--- src/rtl/down_count_monitor_if.sv ---
// Bus between a down counter's consumer and the sequence monitor: sample strobe,
// count value and clear in; borrow/wrap/lock/error status out.
interface down_count_monitor_if #(
   parameter int WIDTH  = 4,
   parameter int WRAP_W = 8
);
   logic              en;
   logic [WIDTH-1:0]  count_in;
   logic              clr;
   logic              borrow_pulse;
   logic [WRAP_W-1:0] wrap_count;
   logic              locked;
   logic              seq_err;
   logic              err_pulse;

   modport master (
      output en, count_in, clr,
      input  borrow_pulse, wrap_count, locked, seq_err, err_pulse
   );

   modport slave (
      input  en, count_in, clr,
      output borrow_pulse, wrap_count, locked, seq_err, err_pulse
   );
endinterface

--- src/rtl/down_count_monitor.sv ---
// Checks that a sampled down-count decrements by one each enabled clock, locks
// after LOCK_COUNT good steps, and flags wraps (0 -> all-ones) and lost sequence.
module down_count_monitor #(
   parameter int WIDTH      = 4,
   parameter int LOCK_COUNT = 4,
   parameter int WRAP_W     = 8
) (
   input  logic                 clk,
   input  logic                 reset_n,
   down_count_monitor_if.slave  bus
);
   localparam int GR_W = $clog2(LOCK_COUNT + 1);

   typedef enum logic [1:0] {INIT, ACQUIRE, LOCKED, FAULT} state_e;

   state_e            state_q, state_d;
   logic [WIDTH-1:0]  prev_q, prev_d;
   logic [GR_W-1:0]   good_run_q, good_run_d;
   logic              borrow_q, borrow_d;
   logic              err_q, err_d;
   logic              seq_err_q, seq_err_d;
   logic [WRAP_W-1:0] wrap_q, wrap_d;
   logic              match;

   assign match = (bus.count_in == (prev_q - WIDTH'(1)));

   always_ff @(posedge clk or negedge reset_n) begin
      if (!reset_n) begin
         state_q    <= INIT;
         prev_q     <= '0;
         good_run_q <= '0;
         borrow_q   <= 1'b0;
         err_q      <= 1'b0;
         seq_err_q  <= 1'b0;
         wrap_q     <= '0;
      end else begin
         state_q    <= state_d;
         prev_q     <= prev_d;
         good_run_q <= good_run_d;
         borrow_q   <= borrow_d;
         err_q      <= err_d;
         seq_err_q  <= seq_err_d;
         wrap_q     <= wrap_d;
      end
   end

   always_comb begin
      state_d    = state_q;
      prev_d     = prev_q;
      good_run_d = good_run_q;
      borrow_d   = 1'b0;
      err_d      = 1'b0;
      seq_err_d  = seq_err_q;
      wrap_d     = wrap_q;

      if (bus.en) begin
         prev_d = bus.count_in;
         unique case (state_q)
            // INIT and FAULT both take this sample purely as the new reference
            INIT, FAULT: begin
               state_d    = ACQUIRE;
               good_run_d = '0;
            end
            ACQUIRE: begin
               if (match) begin
                  borrow_d = (prev_q == '0);
                  if (good_run_q == GR_W'(LOCK_COUNT - 1)) begin
                     state_d    = LOCKED;
                     good_run_d = GR_W'(LOCK_COUNT);
                  end else begin
                     good_run_d = good_run_q + GR_W'(1);
                  end
               end else begin
                  good_run_d = '0;
               end
            end
            LOCKED: begin
               if (match) begin
                  borrow_d = (prev_q == '0);
               end else begin
                  state_d   = FAULT;
                  err_d     = 1'b1;
                  seq_err_d = 1'b1;
               end
            end
            default: state_d = INIT;
         endcase
      end

      if (borrow_d && (wrap_q != '1))
         wrap_d = wrap_q + WRAP_W'(1);

      // clear beats a same-cycle borrow or error; err_pulse is left to fire
      if (bus.clr) begin
         wrap_d    = '0;
         seq_err_d = 1'b0;
      end
   end

   assign bus.borrow_pulse = borrow_q;
   assign bus.wrap_count   = wrap_q;
   assign bus.locked       = (state_q == LOCKED);
   assign bus.seq_err      = seq_err_q;
   assign bus.err_pulse    = err_q;
endmodule

--- src/flat_wrapper.sv ---
// flat-port wrapper written by rule: the top's interface ports become plain ports
module down_count_monitor_flat 
#(
   parameter int WIDTH      = 4,
   parameter int LOCK_COUNT = 4,
   parameter int WRAP_W     = 8
)
  (clk, reset_n, bus_en, bus_count_in, bus_clr, bus_borrow_pulse, bus_wrap_count, bus_locked, bus_seq_err, bus_err_pulse);
  down_count_monitor_if #(.WIDTH(WIDTH), .WRAP_W(WRAP_W)) bus_i ();
  input  logic clk;
  input  logic reset_n;
  input wire logic [$bits(bus_i.en)-1:0] bus_en;
  input wire logic [$bits(bus_i.count_in)-1:0] bus_count_in;
  input wire logic [$bits(bus_i.clr)-1:0] bus_clr;
  output wire logic [$bits(bus_i.borrow_pulse)-1:0] bus_borrow_pulse;
  output wire logic [$bits(bus_i.wrap_count)-1:0] bus_wrap_count;
  output wire logic [$bits(bus_i.locked)-1:0] bus_locked;
  output wire logic [$bits(bus_i.seq_err)-1:0] bus_seq_err;
  output wire logic [$bits(bus_i.err_pulse)-1:0] bus_err_pulse;
  assign bus_i.en = bus_en;
  assign bus_i.count_in = bus_count_in;
  assign bus_i.clr = bus_clr;
  assign bus_borrow_pulse = bus_i.borrow_pulse;
  assign bus_wrap_count = bus_i.wrap_count;
  assign bus_locked = bus_i.locked;
  assign bus_seq_err = bus_i.seq_err;
  assign bus_err_pulse = bus_i.err_pulse;
  down_count_monitor #(.WIDTH(WIDTH), .LOCK_COUNT(LOCK_COUNT), .WRAP_W(WRAP_W)) u_core (.clk(clk), .reset_n(reset_n), .bus(bus_i));
endmodule
--- config.mk ---
export PLATFORM = sky130hd
export DESIGN_NAME = down_count_monitor_flat
export DESIGN_NICKNAME = d
export VERILOG_FILES = /design/src/rtl/down_count_monitor_if.sv /design/src/rtl/down_count_monitor.sv /design/src/flat_wrapper.sv
export SDC_FILE = /design/constraint.sdc
export NUM_CORES = 1
export LEC_CHECK = 0
export CORE_UTILIZATION = 40
export CTS_BUF_LIST = sky130_fd_sc_hd__clkbuf_2
export CTS_CLUSTER_DIAMETER = 50
export DETAILED_ROUTE_END_ITERATION = 8
export HOLD_SLACK_MARGIN = 0.06
export PLACE_DENSITY = 0.68
export SLEW_MARGIN = 20
export SYNTH_ARGS = -nofsm -noshare
export SYNTH_HDL_FRONTEND = slang
export SYNTH_SLANG_ARGS = --single-unit
export TNS_END_PERCENT = 50
--- constraint.sdc ---
create_clock -name clk -period 2.7 [get_ports clk]
set_input_delay 0.54 -clock clk [delete_from_list [all_inputs] [get_ports clk]]
set_output_delay 0.54 -clock clk [all_outputs]
set_load 0.005 [all_outputs]
==> summary.md, run 1 <==
| Metric | Value |
|---|---|
| Status | `completed` |
| Core ar. | `0.00310 mm²` |
| Setup TNS | `0 ns` |
| Antenna fix cells | `0` |
| Post-synth cell types | `42` |
| Layout fillers | `311` |
| Routed Antenna Nets | `0` |
| Hold_buf cts | `0` |
| CTS tree | `yes` |
| Clock power frac | `15.9%` |
| WP data required | `2.93 ns` |
| Final setup margin | `0.362 ns` |
| Die Ht | `59.7 µm` |
| Post-CTS Resized | `0` |
| Switch Pwr | `0.284 mW` |
| Routed WL | `2.39 mm` |
| Worst Setup Start Kind | `flip-flop` |
| Critical path capture point type | `flip-flop` |
| Detailed-route via count | `987` |
| Sequential-to-total area share from yosys stat | `37.6%` |
| Syn_nets | `141` |
| Setup violations, final | `0` |
| Layout cell share with drive strength beyond 1 | `17.1%` |
| Hold Vio Cnt, Final | `0` |
| Hold path startpoint | `u_core.good_run_q[2]` |
| Worst-Skew Late Latency | `0.32 ns` |
| RR Startpoint | `u_core.state_q[0]` |
| Most common cell after layout, fill and taps aside | `dfrtp_1` |
| RSZ-0062 raised after global routing | `no` |
| Achievable Freq | `428 MHz` |
| Worst VDD drop | `294 µV` |
| Slew margin rel. | `49.9%` |
| Most frequent cells in the layout | `dfrtp_1, clkdlybuf4s50_1, inv_1, nor2_1, ha_1` |
| WP data arrival | `2.57 ns` |
| Reg area | `500 µm²` |
| Max FO, Critical Path | `7` |
| Hpwl dp | `1.79 mm` |
| Global-route wire length before repair | `4.32 mm` |
| Post-synth EDFFs | `0` |
| GR Util All Layers | `16.0%` |
| Initial Util | `42.9%` |
| Clk buf depth | `2` |
| Sink Count | `20` |
| Final net count | `163` |
| Worst Tran Pin Value | `0.748 ns` |
| DRT Pass-1 Iters | `4` |
| # Post-CTS Setup Buffers | `0` |
| Asr flop ratio synth | `100%` |
| Sequential power share | `45.8%` |
| Area grow syn2layout | `18.7%` |
| Syn avg cell area | `10.7 µm²` |
| Total Power | `0.782 mW` |
| Drt initial violations | `60` |
| Warnings from Yosys | `0` |
| Vias per cell | `5.19` |
| WHS | `0.514 ns` |
| Clk slew on worst S/H paths | `0.18 ns` |
| Mapped cell area | `0.00133 mm²` |
| Wirelength per Cell | `12.6 µm` |
| H-tree lvl count | `1` |
| FP Rows | `20` |
| Pint | `0.497 mW` |
| Hold Crit Class | `reg2reg` |
| GP Congestion | `0.755` |
| Final min period | `2.34 ns` |
| WS Path Type | `reg2reg` |
| Leakage power | `0.683 nW` |
| Fin. max-slew vios | `0` |
| MaxCap Viol Count | `0` |
| Vias in the first global route | `977` |
| CTS root buffer | `clkbuf_2` |
| Drt drc | `0` |
| CP startpoint | `u_core.state_q[0]` |
| Comb power frac | `38.3%` |
| Final Cycle Share | `86.6%` |
| Die Wd | `59.7 µm` |
| Grt ovf | `0` |
| CTS buffer count | `3` |
| Largest net degree at the start of global routing | `21` |
| Sw Share | `36.4%` |
| I/O Buffers | `19` |
| Pwr Density | `495 mW/mm²` |
| Mapped Cells | `125` |
| Fin Clk Skew | `0.00245 ns` |
| Multi-input logic area | `756 µm²` |
| Synthesized flop and latch total | `20` |
| Place WS | `0.232 ns` |
| Initial antenna violation count | `0` |
| Top FF cell, synth | `dfrtp_1` |
| DIE AREA | `0.00356 mm²` |
| I/O Pins | `20` |
## worst max-delay path, stage by stage, from the launching register on
cell and delay (ns):
dfrtp_1 0.44, inv_1 0.08, ha_1 0.34, nor4b_2 0.39, o211ai_2 0.25, nor4_1 0.38
mux2_1 0.36
## cells by family after synthesis
group | count (synthesis) | synth area share [%]
flip-flops | 20 | 37.6
AND/OR/NAND/NOR | 51 | 24.3
multiplexers | 10 | 9.21
XOR/XNOR | 5 | 5.45
buffers and inverters | 16 | 5.64
AO/OA/AOI/OAI | 15 | 10.2
adder cells (fa/ha/maj) | 8 | 7.52
## cell type report
type | instances | area share, %
multi-input combinational | 89 | 47.8
clock inverter | 1 | 0.238
clock buffer | 3 | 0.950
timing repair buffer | 21 | 13.0
tap | 44 | 3.48
sequential | 20 | 31.7
inverter | 12 | 2.85
## power by group through the flow
stage	Sequential, mW	Clock, mW	Combinational (mW)
after floorplan	0.359	0	0.224
final	0.358	0.124	0.299
after CTS	0.358	0.131	0.303
after detailed placement	0.364	0	0.299
after global routing	0.364	0.143	0.339
after global placement	0.362	0	0.292
## synthesized netlist by cell type, types with 2 or more instances
master | instances | area, µm²
clkbuf_1 | 2 | 7.51
nor2b_1 | 7 | 43.8
dfrtp_1 | 20 | 500
mux2_4 | 3 | 45.0
nand2_1 | 6 | 22.5
a21oi_1 | 2 | 10.0
mux2_2 | 3 | 33.8
nor4_2 | 4 | 50.1
nor3_1 | 2 | 10.0
inv_1 | 12 | 45.0
o21ai_0 | 2 | 10.0
o31ai_1 | 2 | 15.0
buf_6 | 2 | 22.5
ha_1 | 8 | 100
nor2_1 | 12 | 45.0
xnor2_2 | 2 | 32.5
nand2b_1 | 4 | 25.0
nand4_1 | 2 | 12.5
mux2_1 | 3 | 33.8
xor2_1 | 2 | 17.5
nand3_1 | 3 | 15.0
o41ai_2 | 2 | 32.5
## sequential cells by signal, indices dropped and copies added (netlist names)
signal                   cells
u_core.bus.wrap_count        8
u_core.prev_q                4
u_core.good_run_q            3
u_core.state_q               2
u_core.bus.borrow_pulse      1
u_core.bus.err_pulse         1
u_core.bus.seq_err           1
## through the flow
| stage | instances | instance area (µm²) | utilization (%) |
|---|---|---|---|
| finish | 190 | 1580 | 50.9 |
| global route | 190 | 1580 | 50.9 |
| CTS | 190 | 1580 | 50.9 |
| detailed placement | 186 | 1560 | 50.3 |
| global placement | 186 | 1560 | 50.3 |
| floorplan | 125 | 1330 | - |
## worst paths after layout
path | endpoint | slack (ns) | cells past startpoint
max in group asynchronous | u_core.state_q[1] | 1.96 | 2
worst min-delay path | u_core.good_run_q[2] | 0.51 | 2
worst max register to register | u_core.bus.wrap_count[4] | 0.36 | 6
worst max-delay path | u_core.bus.wrap_count[4] | 0.36 | 6
min in group asynchronous | u_core.bus.wrap_count[4] | 0.54 | 2
worst min register to register | u_core.good_run_q[2] | 0.51 | 2
## layer usage
| layer | global-route usage [%] | up-vias | share of wire [%] |
|---|---|---|---|
| li1 | - | 479 | - |
| met4 | 5.98 | 0 | 1.5 |
| met1 | 19.6 | 483 | 46 |
| met5 | 0 | - | 0 |
| met2 | 28.3 | 20 | 48 |
| met3 | 2.60 | 5 | 4.3 |
No activity file was read; power rests on OpenSTA's default activity.
==> run 2: changes to the inputs <==
--- a/config.mk
+++ b/config.mk
@@ -10,7 +10,7 @@
 export CTS_CLUSTER_DIAMETER = 50
 export DETAILED_ROUTE_END_ITERATION = 8
 export HOLD_SLACK_MARGIN = 0.06
-export PLACE_DENSITY = 0.68
+export PLACE_DENSITY_LB_ADDON = 0.3
 export SLEW_MARGIN = 20
 export SYNTH_ARGS = -nofsm -noshare
 export SYNTH_HDL_FRONTEND = slang
==> constraint.sdc (replaced) <==
create_clock -name clk -period 2.7 [get_ports clk]
set_input_delay 0.27 -clock clk [delete_from_list [all_inputs] [get_ports clk]]
set_output_delay 0.27 -clock clk [all_outputs]
set_load 0.005 [all_outputs]
==> run 2 against run 1 <==
Hold slack got worse by 0.075 ns. Clock power barely moved. Critical path depth did not move. Power is 1.1% lower.
==> summary.md, run 2 (same netlist as run 1, synthesis figures left out) <==
| Metric | Value |
|---|---|
| Status | `completed` |
| Initial antenna violation count | `0 (unchanged)` |
| Hold_buf cts | `0 (unchanged)` |
| Achievable Freq | `434 MHz (+1.3%)` |
| MaxCap Viol Count | `0 (unchanged)` |
| Final min period | `2.31 ns (-0.0308 ns)` |
| # Post-CTS Setup Buffers | `0 (unchanged)` |
| Pint | `0.494 mW (-0.76%)` |
| FP Rows | `20 (unchanged)` |
| RR Startpoint | `u_core.prev_q[0]` |
| Setup TNS | `0 ns (unchanged)` |
| Most common cell after layout, fill and taps aside | `dfrtp_1` |
| Clk slew on worst S/H paths | `0.19 ns (about the same)` |
| WP data arrival | `2.54 ns (-0.03 ns)` |
| Fin Clk Skew | `0.0120 ns (+0.00960 ns)` |
| Die Wd | `59.7 µm (unchanged)` |
| Fin. max-slew vios | `0 (unchanged)` |
| Worst-Skew Late Latency | `0.31 ns (about the same)` |
| Wirelength per Cell | `12.9 µm (+2.6%)` |
| Leakage power | `0.677 nW (-0.93%)` |
| Final instance area | `0.00157 mm² (-0.71%)` |
| Sw Share | `36.1% (-0.24 points)` |
| Final net count | `162 (-0.61%)` |
| Clk buf depth | `2 (unchanged)` |
| Detailed-route via count | `982 (-0.51%)` |
| Layout cell share with drive strength beyond 1 | `16.7% (-0.46 points)` |
| Drt drc | `0 (unchanged)` |
| GP Congestion | `0.745 (-1.2%)` |
| Worst Setup Start Kind | `flip-flop` |
| Layout fillers | `310 (-0.32%)` |
| RSZ-0062 raised after global routing | `no` |
| Max reg flops | `8 (unchanged)` |
| Hold Vio Cnt, Final | `0 (unchanged)` |
| Sequential power share | `46.2% (+0.4 points)` |
| Max FO, Critical Path | `16 (+9)` |
| WP data required | `2.93 ns (about the same)` |
| Vias per cell | `5.22 (+0.55%)` |
| Antenna fix cells | `0 (unchanged)` |
| Pwr Density | `493 mW/mm² (-0.42%)` |
| Hpwl dp | `1.83 mm (+2.1%)` |
| GR Util All Layers | `15.4% (-0.61 points)` |
| Final Cycle Share | `85.4% (-1.1 points)` |
| I/O Buffers | `19 (unchanged)` |
| Comb power frac | `38.0% (-0.3 points)` |
| Initial Util | `42.9% (unchanged)` |
| Setup violations, final | `0 (unchanged)` |
| Placed Area | `0.00155 mm² (-0.48%)` |
| Area grow syn2layout | `17.9%` |
| Vias in the first global route | `905 (-7.4%)` |
| DIE AREA | `0.00356 mm² (unchanged)` |
| Largest net degree at the start of global routing | `21 (unchanged)` |
| Post-CTS Resized | `0 (unchanged)` |
| DRT Pass-1 Iters | `4 (unchanged)` |
| Global-route wire length before repair | `4.08 mm (-5.6%)` |
| Sink Count | `20 (unchanged)` |
| Grt ovf | `0 (unchanged)` |
| Slew margin rel. | `38.3% (-12 points)` |
| CTS buffer count | `3 (unchanged)` |
| Worst Tran Pin Value | `0.922 ns (+0.175 ns)` |
| Critical path capture point type | `flip-flop` |
| Core ar. | `0.00310 mm² (unchanged)` |
| Routed Antenna Nets | `0 (unchanged)` |
| H-tree lvl count | `1 (unchanged)` |
| CTS tree | `yes` |
| Hold Crit Class | `in2async` |
| I/O Pins | `20 (unchanged)` |
| WS Path Type | `reg2reg` |
| Drt initial violations | `42 (-30%)` |
| Worst VDD drop | `292 µV (-0.74%)` |
| Die Ht | `59.7 µm (unchanged)` |
| CTS root buffer | `clkbuf_2` |
| Most frequent cells in the layout | `dfrtp_1, clkdlybuf4s50_1, inv_1, nor2_1, ha_1` |
| CP startpoint | `u_core.prev_q[0]` |
| Switch Pwr | `0.279 mW (-1.8%)` |
| Clock power frac | `15.7% (-0.2 points)` |
| Routed WL | `2.43 mm (+1.5%)` |
[run 2: cell count changes in the layout (fill, tap and decap cells not counted)]
cell      before  now
buf_4          2    1
clkinv_1       1    0
[run 2: worst paths after layout]
check / end / slack, ns / cells past startpoint
worst max-delay path: u_core.bus.wrap_count[0] / 0.39 / 6
worst min-delay path: u_core.bus.wrap_count[4] / 0.44 / 1
worst max register to register: u_core.bus.wrap_count[0] / 0.39 / 6
worst min register to register: u_core.good_run_q[0] / 0.51 / 1
max in group asynchronous: u_core.good_run_q[1] / 1.70 / 1
min in group clk: u_core.good_run_q[0] / 0.51 / 1
[run 2: cell type report]
class	count	area, µm²	area share, %
Inverter	12	45.0	2.87
Multi-Input combinational cell	89	756	48.2
Clock buffer	3	15.0	0.957
Sequential cell	20	500	31.9
Timing Repair Buffer	20	198	12.6
Tap cell	44	55.1	3.51
[run 2: routing by layer]
metal | vias up | global-route usage [%] | wire [µm]
met5 | - | 0 | 0
met4 | 0 | 5.32 | 17
met3 | 2 | 4.11 | 109
met2 | 28 | 25.2 | 1210
met1 | 475 | 19.6 | 1090
li1 | 477 | - | -
[run 2: worst max-delay path, cell delays in order, from the launching register on]
cell	delay, ns
dfrtp_1	0.46
inv_1	0.10
ha_1	0.20
xnor3_1	0.38
nand3_2	0.28
nor3_1	0.45
mux2_1	0.36
[run 2: stage by stage]
stage          utilization, %  hold slack, ns  instances  total power, mW  setup slack, ns
6_report                 50.6           0.439        188            0.773            0.393
3_3_place_gp             50.1           0.468        185            0.650            0.453
5_1_grt                  50.6           0.506        188            0.823            0.283
4_1_cts                  50.6           0.463        188            0.784            0.374
2_1_floorplan               -         -0.0256        125            0.583            0.650
3_5_place_dp             50.1           0.475        185            0.660            0.405
[run 2: power by group through the flow]
stage               Combinational [mW]  Sequential, mW  Clock (mW)
floorplan                        0.224           0.359           0
global placement                 0.288           0.361           0
detailed placement               0.296           0.364           0
CTS                              0.297           0.358       0.129
global route                     0.326           0.362       0.135
finish                           0.294           0.357       0.122
==> run 3: changes to the inputs <==
--- a/config.mk
+++ b/config.mk
@@ -5,6 +5,7 @@
 export SDC_FILE = /design/constraint.sdc
 export NUM_CORES = 1
 export LEC_CHECK = 0
+export ABC_AREA = 1
 export CORE_UTILIZATION = 40
 export CTS_BUF_LIST = sky130_fd_sc_hd__clkbuf_2
 export CTS_CLUSTER_DIAMETER = 50
==> run 3 against run 2 <==
The flow now finishes with violations (design-rule violations). Non-clock buffer count down 1. Clock-buffer cell count unchanged. Cell area decreased by 5.8%. Final cell count rose by 11%. First-iteration DRC count down 19%. Critical path type is now reg2out. Critical endpoint is now bus_locked. Largest power group unchanged.
==> summary.md, run 3 <==
| Metric | Value |
|---|---|
| WP data required | `2.43 ns (-0.50 ns)` |
| CTS buffer count | `3 (unchanged)` |
| Final core utilization | `51.8% (+1.2 points)` |
| Drt drc | `2 (+2)` |
| Drt initial violations | `34 (-19%)` |
| Initial antenna violation count | `0 (unchanged)` |
| Reg area | `500 µm² (unchanged)` |
| Detailed-route via count | `1,077 (+9.7%)` |
| Post-synth top cells | `nand2_1, inv_1, dfrtp_1, nand3_1, nor2_1` |
| Status | `finished with violations` |
| Asr flop ratio synth | `100% (unchanged)` |
| Synth area leader | `dfrtp_1` |
| Top-count cell post-synth | `nand2_1` |
| Synth area leaders | `dfrtp_1, nand2_1, ha_1, nand3_1, inv_1` |
| RSZ-0062 raised after global routing | `no` |
| Failing checks | `design-rule violations` |
| Core ar. | `0.00285 mm² (-8.1%)` |
| H-tree lvl count | `1 (unchanged)` |
| Final Cycle Share | `68.4% (-17 points)` |
| CTS root buffer | `clkbuf_2` |
| Vias in the first global route | `1,042 (+15%)` |
| Multi-input logic area | `639 µm² (-15%)` |
| Syn avg cell area | `7.91 µm² (-26%)` |
| Global-route wire length before repair | `4.31 mm (+5.6%)` |
| Critical path capture point type | `output pin` |
| Worst-Skew Late Latency | `0.32 ns (about the same)` |
| Sink Count | `20 (unchanged)` |
| MaxCap Viol Count | `0 (unchanged)` |
| Post-synth EDFFs | `0 (unchanged)` |
| Final net count | `195 (+20%)` |
| CTS tree | `yes` |
| Top FF cell, synth | `dfrtp_1` |
| DIE AREA | `0.00333 mm² (-6.5%)` |
| Sequential-to-total area share from yosys stat | `40.3% (+2.7 points)` |
| WP data arrival | `1.58 ns (-0.96 ns)` |
| Clk buf depth | `2 (unchanged)` |
| Max FO, Critical Path | `4 (-12)` |
| Syn_nets | `173 (+23%)` |
| I/O Pins | `20 (unchanged)` |
| Warnings from Yosys | `0 (unchanged)` |
| Hold Crit Class | `in2async` |
| Post-synth cell types | `27 (-36%)` |
| Hold Vio Cnt, Final | `0 (unchanged)` |
| Leakage power | `0.756 nW (+12%)` |
| GR Util All Layers | `17.0% (+1.6 points)` |
| Die Ht | `57.7 µm (-3.3%)` |
| Achievable Freq | `542 MHz (+25%)` |
| Wirelength per Cell | `12.1 µm (-6.4%)` |
| Final instance area | `0.00148 mm² (-5.8%)` |
| Placed Area | `0.00146 mm² (-6.1%)` |
| Hold_buf cts | `0 (unchanged)` |
| GP Congestion | `0.853 (+14%)` |
| Die Wd | `57.7 µm (-3.3%)` |
| Slew margin rel. | `37.7% (-0.57 points)` |
| Setup TNS | `0 ns (unchanged)` |
| Clk slew on worst S/H paths | `0.20 ns (about the same)` |
| Mapped Cells | `157 (+26%)` |
| Synthesized flop and latch total | `20 (unchanged)` |
| Worst VDD drop | `241 µV (-17%)` |
| Max reg flops | `8 (unchanged)` |
| Fin. max-slew vios | `0 (unchanged)` |
| Most frequent cells in the layout | `nand2_1, inv_1, dfrtp_1` |
| Worst Tran Pin Value | `0.931 ns (+0.00846 ns)` |
| Post-CTS Resized | `0 (unchanged)` |
| Initial Util | `43.6% (+0.65 points)` |
| WS Path Type | `reg2out` |
| # Post-CTS Setup Buffers | `0 (unchanged)` |
| Post-synth top area share | `40.3% (+2.7 points)` |
| Grt ovf | `0 (unchanged)` |
| Mapped cell area | `0.00124 mm² (-6.7%)` |
| Fin Clk Skew | `0.00838 ns (-0.00367 ns)` |
| Most common cell after layout, fill and taps aside | `nand2_1` |
| Antenna fix cells | `0 (unchanged)` |
| Largest net degree at the start of global routing | `21 (unchanged)` |
| I/O Buffers | `19 (unchanged)` |
| Layout fillers | `276 (-11%)` |
| Worst Setup Start Kind | `flip-flop` |
| Area grow syn2layout | `18.9%` |
| Routed WL | `2.53 mm (+4.0%)` |
| FP Rows | `19 (-5.0%)` |
| Final min period | `1.85 ns (-0.461 ns)` |
| Setup violations, final | `0 (unchanged)` |
| DRT Pass-1 Iters | `6 (+2)` |
| Layout cell share with drive strength beyond 1 | `7.87% (-8.8 points)` |
| Pwr Density | `527 mW/mm² (+6.9%)` |
| Vias per cell | `5.15 (-1.3%)` |
| Routed Antenna Nets | `0 (unchanged)` |
| Hpwl dp | `1.94 mm (+6.4%)` |
run 3: cell count changes after synthesis, sizes merged, moves of 3 or more:
cell    change
nor2        +4
nand2      +38
nand3      +13
mux2        -9
nor2b       -7
xor2        +3
inv        +11
nand4       +3
o21ai       +3
nand2b      -4
nor4        -4
run 3: path summary, 6_finish.rpt:
check | start | end | slack (ns) | cells past startpoint
min in group clk | u_core.good_run_q[0] | u_core.good_run_q[0] | 0.51 | 1
max in group asynchronous | reset_n | u_core.bus.wrap_count[3] | 1.70 | 1
worst max register to register | u_core.prev_q[0] | u_core.bus.wrap_count[5] | 0.97 | 11
worst max-delay path | u_core.state_q[0] | bus_locked | 0.85 | 3
worst min-delay path | reset_n | u_core.good_run_q[0] | 0.44 | 1
worst min register to register | u_core.good_run_q[0] | u_core.good_run_q[0] | 0.51 | 1
run 3: routing by layer:
layer  track usage [%]  wire (µm)  vias up
met1              20.5       1080      509
li1                  -          -      537
met5                 0          0        -
met2              30.7       1310       29
met3              2.68        125        2
met4              6.12         17        0
run 3: cell families after synthesis:
group	Yosys count	synth area share, %
AOI/OAI and AO/OA	8	3.42
DFF	20	40.3
xor gates and xnor gates	7	4.93
adders and majority gates	8	8.06
and+or+nand+nor	88	35.0
buffers and inverters	26	8.26
run 3: critical path: stages (launching register included):
cell and delay [ns]:
dfrtp_1 0.47, inv_1 0.08, ha_1 0.20, clkdlybuf4s50_1 0.52
run 3: report_power, final:
group / total, mW / switching, mW / internal (mW)
Clock: 0.128 / 0.0954 / 0.0322
Sequential: 0.364 / 0.0303 / 0.333
Combinational: 0.287 / 0.168 / 0.119
Total: 0.778 / 0.294 / 0.485
run 3: stage by stage:
step	hold slack (ns)	worst slack [ns]	instances	total power, mW
after global placement	0.470	0.913	205	0.641
after floorplan	-0.0256	1.15	157	0.558
after CTS	0.449	0.827	209	0.791
after detailed placement	0.481	0.845	205	0.660
after global routing	0.491	0.736	209	0.841
final	0.437	0.854	209	0.778
run 3: area by class of cell:
cell class,instances,share of cell area [%]
sequential,20,33.9
clock buffer,3,1.02
tap,31,2.62
inverter,24,6.10
timing repair buffer,19,12.9
clock inverter,1,0.254
multi-input combinational,111,43.3
